$ cat src/rtl/adc_axis_pkg.sv
// rtl/adc_axis_pkg.sv - shared state type and elaboration helpers for adc_axis_packer
package adc_axis_pkg;

    typedef enum logic [1:0] {IDLE, CAPTURE, DRAIN} state_t;

    function automatic int calc_beats(input int num_ch, input int sample_w, input int axis_w);
        return (num_ch * sample_w) / axis_w;
    endfunction

    // Pointer/counter width that never collapses to zero bits
    function automatic int ptr_w(input int depth);
        return (depth > 1) ? $clog2(depth) : 1;
    endfunction

    function automatic bit frame_fits(input int num_ch, input int sample_w, input int axis_w);
        return ((axis_w % 8) == 0) && (((num_ch * sample_w) % axis_w) == 0);
    endfunction

endpackage

$ cat src/rtl/sync_fifo.sv
// rtl/sync_fifo.sv - single-clock frame FIFO with registered read data
module sync_fifo
    import adc_axis_pkg::*;
#(
    parameter int WIDTH = 64,
    parameter int DEPTH = 64
) (
    input  logic                    clk,
    input  logic                    rst_n,
    input  logic                    wr_en,
    input  logic [WIDTH-1:0]        wr_data,
    input  logic                    rd_en,
    output logic [WIDTH-1:0]        rd_data,
    output logic                    full,
    output logic                    empty,
    output logic [ptr_w(DEPTH):0]   count
);

    localparam int AW = ptr_w(DEPTH);
    localparam logic [AW:0] FULL_CNT = (AW+1)'(DEPTH);

    logic [WIDTH-1:0] mem [DEPTH];
    logic [AW-1:0]    wr_ptr;
    logic [AW-1:0]    rd_ptr;
    logic             do_wr;
    logic             do_rd;

    assign full  = (count == FULL_CNT);
    assign empty = (count == '0);
    assign do_rd = rd_en && !empty;
    // A pop in the same cycle frees the slot, so a push into a full FIFO still lands
    assign do_wr = wr_en && (!full || do_rd);

    always_ff @(posedge clk) begin
        if (do_wr) begin
            mem[wr_ptr] <= wr_data;
        end
    end

    always_ff @(posedge clk or negedge rst_n) begin
        if (!rst_n) begin
            wr_ptr  <= '0;
            rd_ptr  <= '0;
            count   <= '0;
            rd_data <= '0;
        end else begin
            if (do_wr) begin
                wr_ptr <= wr_ptr + 1'b1;
            end
            if (do_rd) begin
                rd_ptr  <= rd_ptr + 1'b1;
                rd_data <= mem[rd_ptr];
            end
            case ({do_wr, do_rd})
                2'b10:   count <= count + 1'b1;
                2'b01:   count <= count - 1'b1;
                default: count <= count;
            endcase
        end
    end

endmodule

$ cat src/rtl/adc_axis_packer.sv
// rtl/adc_axis_packer.sv - ADC frame capture into AXIS beats; ADC_AXIS_PACKER_TEST_PATTERN_EN adds test_mode
module adc_axis_packer
    import adc_axis_pkg::*;
#(
    parameter int NUM_CH     = 4,
    parameter int SAMPLE_W   = 16,
    parameter int AXIS_W     = 32,
    parameter int FIFO_DEPTH = 64
) (
    input  logic                         adc_clk,
    input  logic                         adc_rst_n,
    input  logic [NUM_CH*SAMPLE_W-1:0]   ch_data,
    input  logic                         ch_valid,
    input  logic [31:0]                  sample_len,
    input  logic                         sample_start,
`ifdef ADC_AXIS_PACKER_TEST_PATTERN_EN
    input  logic                         test_mode,
`endif
    output logic                         busy,
    output logic                         done,
    output logic                         overflow,
    output logic [AXIS_W-1:0]            m_axis_tdata,
    output logic [AXIS_W/8-1:0]          m_axis_tkeep,
    output logic                         m_axis_tlast,
    output logic                         m_axis_tvalid,
    input  logic                         m_axis_tready
);

    localparam int FW    = NUM_CH * SAMPLE_W;
    localparam int BEATS = calc_beats(NUM_CH, SAMPLE_W, AXIS_W);
    localparam int BW    = ptr_w(BEATS);
    localparam logic [BW-1:0] LAST_BEAT = BW'(BEATS - 1);

    if (!frame_fits(NUM_CH, SAMPLE_W, AXIS_W)) begin : g_bad_width
        $error("adc_axis_packer: frame width must be a multiple of AXIS_W, AXIS_W a multiple of 8");
    end

    state_t                    state;
    logic                      start_q;
    logic [31:0]               len_q;
    logic [31:0]               frame_cnt;
    logic [31:0]               out_frame_cnt;
    logic [BW-1:0]             beat_cnt;
    logic [FW-1:0]             wr_frame;
    logic [FW-1:0]             rd_frame;
    logic                      wr_req;
    logic                      wr_ok;
    logic                      wr_en;
    logic                      rd_en;
    logic                      fifo_full;
    logic                      fifo_empty;
    logic [ptr_w(FIFO_DEPTH):0] fifo_count_unused;
    logic                      start_acc;
    logic                      beat_hs;
    logic                      last_beat;
    logic                      frame_done;

`ifdef ADC_AXIS_PACKER_TEST_PATTERN_EN
    logic [FW-1:0] pattern;

    always_comb begin
        pattern = '0;
        for (int c = 0; c < NUM_CH; c++) begin
            pattern[c*SAMPLE_W +: SAMPLE_W] = SAMPLE_W'(frame_cnt) + SAMPLE_W'(c);
        end
    end

    assign wr_frame = test_mode ? pattern : ch_data;
    assign wr_req   = test_mode || ch_valid;
`else
    assign wr_frame = ch_data;
    assign wr_req   = ch_valid;
`endif

    assign start_acc  = (state == IDLE) && sample_start && !start_q && (sample_len != 32'd0);
    assign beat_hs    = m_axis_tvalid && m_axis_tready;
    assign last_beat  = (beat_cnt == LAST_BEAT);
    assign frame_done = beat_hs && last_beat;
    // The FIFO read register doubles as the holding register; refill it as its last beat leaves
    assign rd_en      = !fifo_empty && (!m_axis_tvalid || frame_done);
    assign wr_ok      = !fifo_full || rd_en;
    assign wr_en      = (state == CAPTURE) && wr_req && wr_ok;

    assign m_axis_tkeep = '1;
    assign m_axis_tlast = m_axis_tvalid && last_beat && (out_frame_cnt == len_q - 32'd1);

    always_comb begin
        m_axis_tdata = '0;
        for (int k = 0; k < BEATS; k++) begin
            if (beat_cnt == BW'(k)) begin
                m_axis_tdata = rd_frame[k*AXIS_W +: AXIS_W];
            end
        end
    end

    sync_fifo #(
        .WIDTH (FW),
        .DEPTH (FIFO_DEPTH)
    ) u_fifo (
        .clk     (adc_clk),
        .rst_n   (adc_rst_n),
        .wr_en   (wr_en),
        .wr_data (wr_frame),
        .rd_en   (rd_en),
        .rd_data (rd_frame),
        .full    (fifo_full),
        .empty   (fifo_empty),
        .count   (fifo_count_unused)
    );

    always_ff @(posedge adc_clk or negedge adc_rst_n) begin
        if (!adc_rst_n) begin
            state     <= IDLE;
            start_q   <= 1'b0;
            len_q     <= '0;
            frame_cnt <= '0;
            busy      <= 1'b0;
            done      <= 1'b0;
            overflow  <= 1'b0;
        end else begin
            start_q <= sample_start;
            done    <= 1'b0;
            case (state)
                IDLE: begin
                    if (start_acc) begin
                        len_q     <= sample_len;
                        frame_cnt <= '0;
                        overflow  <= 1'b0;
                        busy      <= 1'b1;
                        state     <= CAPTURE;
                    end
                end
                CAPTURE: begin
                    if (wr_en) begin
                        frame_cnt <= frame_cnt + 32'd1;
                        if (frame_cnt + 32'd1 == len_q) begin
                            state <= DRAIN;
                        end
                    end else if (wr_req) begin
                        overflow <= 1'b1;
                    end
                end
                DRAIN: begin
                    if (beat_hs && m_axis_tlast) begin
                        busy  <= 1'b0;
                        done  <= 1'b1;
                        state <= IDLE;
                    end
                end
                default: state <= IDLE;
            endcase
        end
    end

    always_ff @(posedge adc_clk or negedge adc_rst_n) begin
        if (!adc_rst_n) begin
            m_axis_tvalid <= 1'b0;
            beat_cnt      <= '0;
            out_frame_cnt <= '0;
        end else begin
            if (start_acc) begin
                out_frame_cnt <= '0;
            end else if (frame_done) begin
                out_frame_cnt <= out_frame_cnt + 32'd1;
            end
            if (beat_hs) begin
                beat_cnt <= last_beat ? '0 : beat_cnt + 1'b1;
            end
            if (rd_en) begin
                m_axis_tvalid <= 1'b1;
            end else if (frame_done) begin
                m_axis_tvalid <= 1'b0;
            end
        end
    end

endmodule

$ cat config.mk
export PLATFORM = sky130hd
export DESIGN_NAME = adc_axis_packer
export DESIGN_NICKNAME = d
export VERILOG_FILES = /design/src/rtl/adc_axis_pkg.sv /design/src/rtl/sync_fifo.sv /design/src/rtl/adc_axis_packer.sv
export SDC_FILE = /design/constraint.sdc
export NUM_CORES = 2
export LEC_CHECK = 0
export CORE_MARGIN = 5
export CORE_UTILIZATION = 55
export DETAILED_ROUTE_END_ITERATION = 7
export PLACE_DENSITY = 0.71
export SKIP_CTS_REPAIR_TIMING = 1
export SLEW_MARGIN = 15
export SYNTH_ARGS = -nofsm -noshare
export SYNTH_HDL_FRONTEND = slang
export SYNTH_HIERARCHICAL = 1
export SYNTH_SLANG_ARGS = --single-unit
$ cat constraint.sdc
create_clock -name adc_clk -period 6.9 [get_ports adc_clk]
set_input_delay 1.035 -clock adc_clk [delete_from_list [all_inputs] [get_ports adc_clk]]
set_output_delay 1.035 -clock adc_clk [all_outputs]
set_load 0.01 [all_outputs]
==> results by group <==
Run status
  • Run status: finished clean

Critical path
  • Setup crit end kind: output pin
  • Critical-path maximum fanout: 5
  • Crit path largest cell delay: 550 ps
  • Worst setup SP type: register
  • Crit path cell chain: inv_1 > ha_1 > xnor2_1 > a2111oi_0 > nand4_1 > a2111oi_0 > nand4_1 > nor4_2 > and4b_1 > clkdlybuf4s50_1
  • Critical path's slowest cell: clkdlybuf4s50_1
  • Delay-heaviest family, CP: simple AND/OR/NAND/NOR gates
  • Worst path buffer plus inverter count: 2
  • CP required: ~5900 ps
  • CP Class: register to output pin
  • CP arrival: about 4400 ps

Finish
  • Cell Count, Final, Fillers Out: 12,900
  • Area grow syn2layout: 12.5%
  • Layout cells sized above 1: between 20% and 30%
  • Total Nets Final: between 8,000 and 9,000
  • Final Core Density: a little over 60%

Pwr
  • Maximum vdd drop: roughly 0.38 mV
  • Clock power share: between 30% and 40%
  • Design Power: between 70 and 80 mW
  • Leak: roughly 60 nW
  • Net Sw Frac: about a third
  • Seq pwr share: a little over two fifths
  • Internal Power: 50.1 mW
  • Switch Pwr: about 23 mW
  • Combinational cell fraction of total power: between 20% and 30%
  • Cell Pwr Density: 391 nW/µm²

Clock tree
  • Worst-skew pair later-pin latency: 1000 ps
  • CTS buffer count: approximately 420
  • TritonCTS Sinks: between 4,000 and 5,000
  • Clock root buffer: clkbuf_16
  • TritonCTS clock tree: yes
  • CTS Buffer Depth: 4
  • Reg clk slew, reported paths: 60 ps
  • H-tree depth: 5

GRT
  • Initial antenna violation count: 31
  • GR peak layer: met2
  • Global Route Usage Sum: 29.2%
  • Largest net degree at the start of global routing: 120
  • GRT met1 Usage: a little over two fifths
  • GRT met3 Usage: under 10%
  • Grt ovf: 0
  • Number of global-route vias before repair: between 80,000 and 90,000
  • M2 GR Usage: 43.4%
  • First-pass GRT wire length: about 660 mm

Place
  • Post-place setup slack: roughly 1200 ps
  • Routability congestion estimate: ~0.89
  • Post-Place Cells: ~12,000
  • Detailed Place HPWL: 270 mm
  • Port Buffer Count: roughly 140

Floorplan
  • Die height: ~560 µm
  • Row count: around 200
  • Die area: between 300,000 and 400,000 µm²
  • Initial Util: a little under three fifths
  • I/O pins: 142
  • Core Area: 303,000 µm²
  • Die W: 561 µm

Synthesis
  • Main combinational cell family by area after synthesis: multiplexers
  • Synthesized area per cell: about 20 µm²
  • Synth Warn #: 6
  • Number of enable flip-flop cells after synthesis: 4,096
  • Gate Count Post-Synth: roughly 8,000
  • Ys async rst share: between 4 and 5%
  • Compound-Gate Fraction of Synth Area: around 4.1%
  • Prevailing post-synth register cell: edfxtp_1
  • #FFs+latches synth: 4,283
  • Synth Area in Simple Gates: approximately 2.1%
  • Adder-Cell Fraction of Synth Area: less than 1%
  • Mapped Area: ~170,000 µm²
  • Mux contribution to synthesized area: between 10% and 20%
  • Seq/Total Area, Yosys: about three quarters
  • XOR/XNOR Fraction of Synth Area: less than 1%
  • Synth unique cells: 83

Routing
  • DRC: 0
  • DR WL/cell: 36.0 µm
  • Routed WL: around 460 mm
  • Vias: just under 90,000
  • DR iter-0 viols: around 13,000
  • Vias per inst: just under 7
  • Routed Antenna Nets: 0
  • DRT Pass-1 Iters: 6

Job
  • Total of max-cap violations: 0

Timing
  • Clock Skew: about 90 ps
  • Final Max Slew Viols: 0
  • Post-route setup slack: between 1000 and 1500 ps
  • Final hold vios: 0
  • Setup violators final: 0
  • Sum of negative setup slack: 0 ps
  • Final period util: between 70 and 80%
  • Achievable frequency: 0.183 GHz
  • Final Critical Period: 5470 ps
  • RSZ-0062 raised after global routing: no
  • Slew @ Worst Pin: around 1200 ps
  • Worst slew margin: 18.5%

Worst hold path
  • HP Class: input pin to asynchronous set/reset pin
state kept, by name (all words and copies together) (netlist names), 2 cells and up:
| register | count |
|---|---|
| u_fifo/mem | 4096 |
| len_q | 32 |
| u_fifo/rd_ptr | 6 |
| u_fifo/rd_data | 64 |
| u_fifo/wr_ptr | 6 |
| state | 2 |
| out_frame_cnt | 32 |
| u_fifo/count | 7 |
| frame_cnt | 32 |
synthesized netlist by cell type (42+ instances only):
| cell type | instances | area (µm²) |
|---|---|---|
| a2111oi_0 | 46 | 403 |
| a211oi_1 | 86 | 646 |
| a21oi_1 | 183 | 916 |
| a221o_1 | 56 | 561 |
| a221oi_1 | 82 | 718 |
| a22oi_1 | 43 | 323 |
| buf_2 | 119 | 596 |
| buf_4 | 78 | 586 |
| clkbuf_1 | 218 | 818 |
| dfrtp_1 | 187 | 4680 |
| edfxtp_1 | 4096 | 123000 |
| mux2i_1 | 693 | 6940 |
| mux4_2 | 774 | 17400 |
| nand2_1 | 301 | 1130 |
| nand3_1 | 55 | 275 |
| nor2_1 | 179 | 672 |
| o21ai_0 | 152 | 761 |
| o21ai_1 | 42 | 210 |
| o221ai_1 | 94 | 823 |
| o22ai_1 | 85 | 532 |
| xnor2_1 | 72 | 631 |
| xor2_1 | 61 | 534 |
kinds of logic (layout without fill, tap and decap cells):
group	count (synthesis)	after routing
AO/OA/AOI/OAI	985	985
multiplexers	1508	1508
other	1	22
AND/OR/NAND/NOR	735	735
XOR/XNOR	133	133
adder cells (fa/ha/maj)	11	11
buffers and inverters	522	1251
flip-flops	4283	4283
routing by layer:
layer | vias up | wire length [µm]
met1 | 46200 | 174000
met2 | 6277 | 210000
met3 | 843 | 64200
met5 | - | 263
li1 | 34800 | -
met4 | 24 | 16200
metrics by stage:
| stage | hold slack (ps) | cell area (µm²) |
|---|---|---|
| floorplan | 459 | 167000 |
| global placement | 474 | 174000 |
| detailed placement | 486 | 174000 |
| CTS | 109 | 188000 |
| global route | 160 | 188000 |
| finish | 136 | 188000 |
final timing paths:
path                                           end          startpoint  cells after the start  slack [ps]
min in group adc_clk            u_fifo/mem[29][54]         ch_data[54]                      1         410
worst max register to register  u_fifo/mem[60][60]     u_fifo/count[4]                     12        1560
worst min register to register  u_fifo/rd_data[24]  u_fifo/rd_data[24]                      2         500
max in group asynchronous         u_fifo/rd_ptr[2]           adc_rst_n                      2        5130
worst max-delay path                  m_axis_tlast            len_q[0]                     10        1430
worst min-delay path                     len_q[19]           adc_rst_n                      1         140
power by group through the flow:
stage / logic (mW) / clock network, mW / registers, mW
final: 20.3 / 22.4 / 30.6
after global routing: 21.1 / 23.8 / 30.6
after CTS: 20.1 / 22.6 / 30.6
after detailed placement: 20.0 / 0 / 31.1
after global placement: 19.9 / 0 / 31.0
after floorplan: 12.8 / 0 / 30.6
layout by cell type (no fill, tap or decap), drive strengths merged, types with 61 or more instances in the layout:
| cell type | synthesis | routed |
|---|---|---|
| a211oi | 86 | 86 |
| a21oi | 183 | 183 |
| a221oi | 82 | 82 |
| buf | 269 | 364 |
| clkbuf | 219 | 536 |
| clkdlybuf4s50 | 0 | 73 |
| clkinv | 0 | 195 |
| dfrtp | 187 | 187 |
| edfxtp | 4096 | 4096 |
| mux2i | 693 | 693 |
| mux4 | 774 | 774 |
| nand2 | 302 | 302 |
| nor2 | 180 | 180 |
| o21ai | 194 | 194 |
| o221ai | 94 | 94 |
| o22ai | 85 | 85 |
| xnor2 | 72 | 72 |
| xor2 | 61 | 61 |
layout make-up:
class | count | area (µm²)
Timing Repair Buffer | 437 | 4070
Clock buffer | 536 | 11100
Tap cell | 3978 | 4980
Multi-Input combinational cell | 3376 | 37100
Inverter | 34 | 135
Antenna cell | 18 | 45.0
Clock inverter | 244 | 2460
Sequential cell | 4283 | 128000
Fill cell | 20200 | 115000
Note: power is estimated with default switching activity, not from simulation.
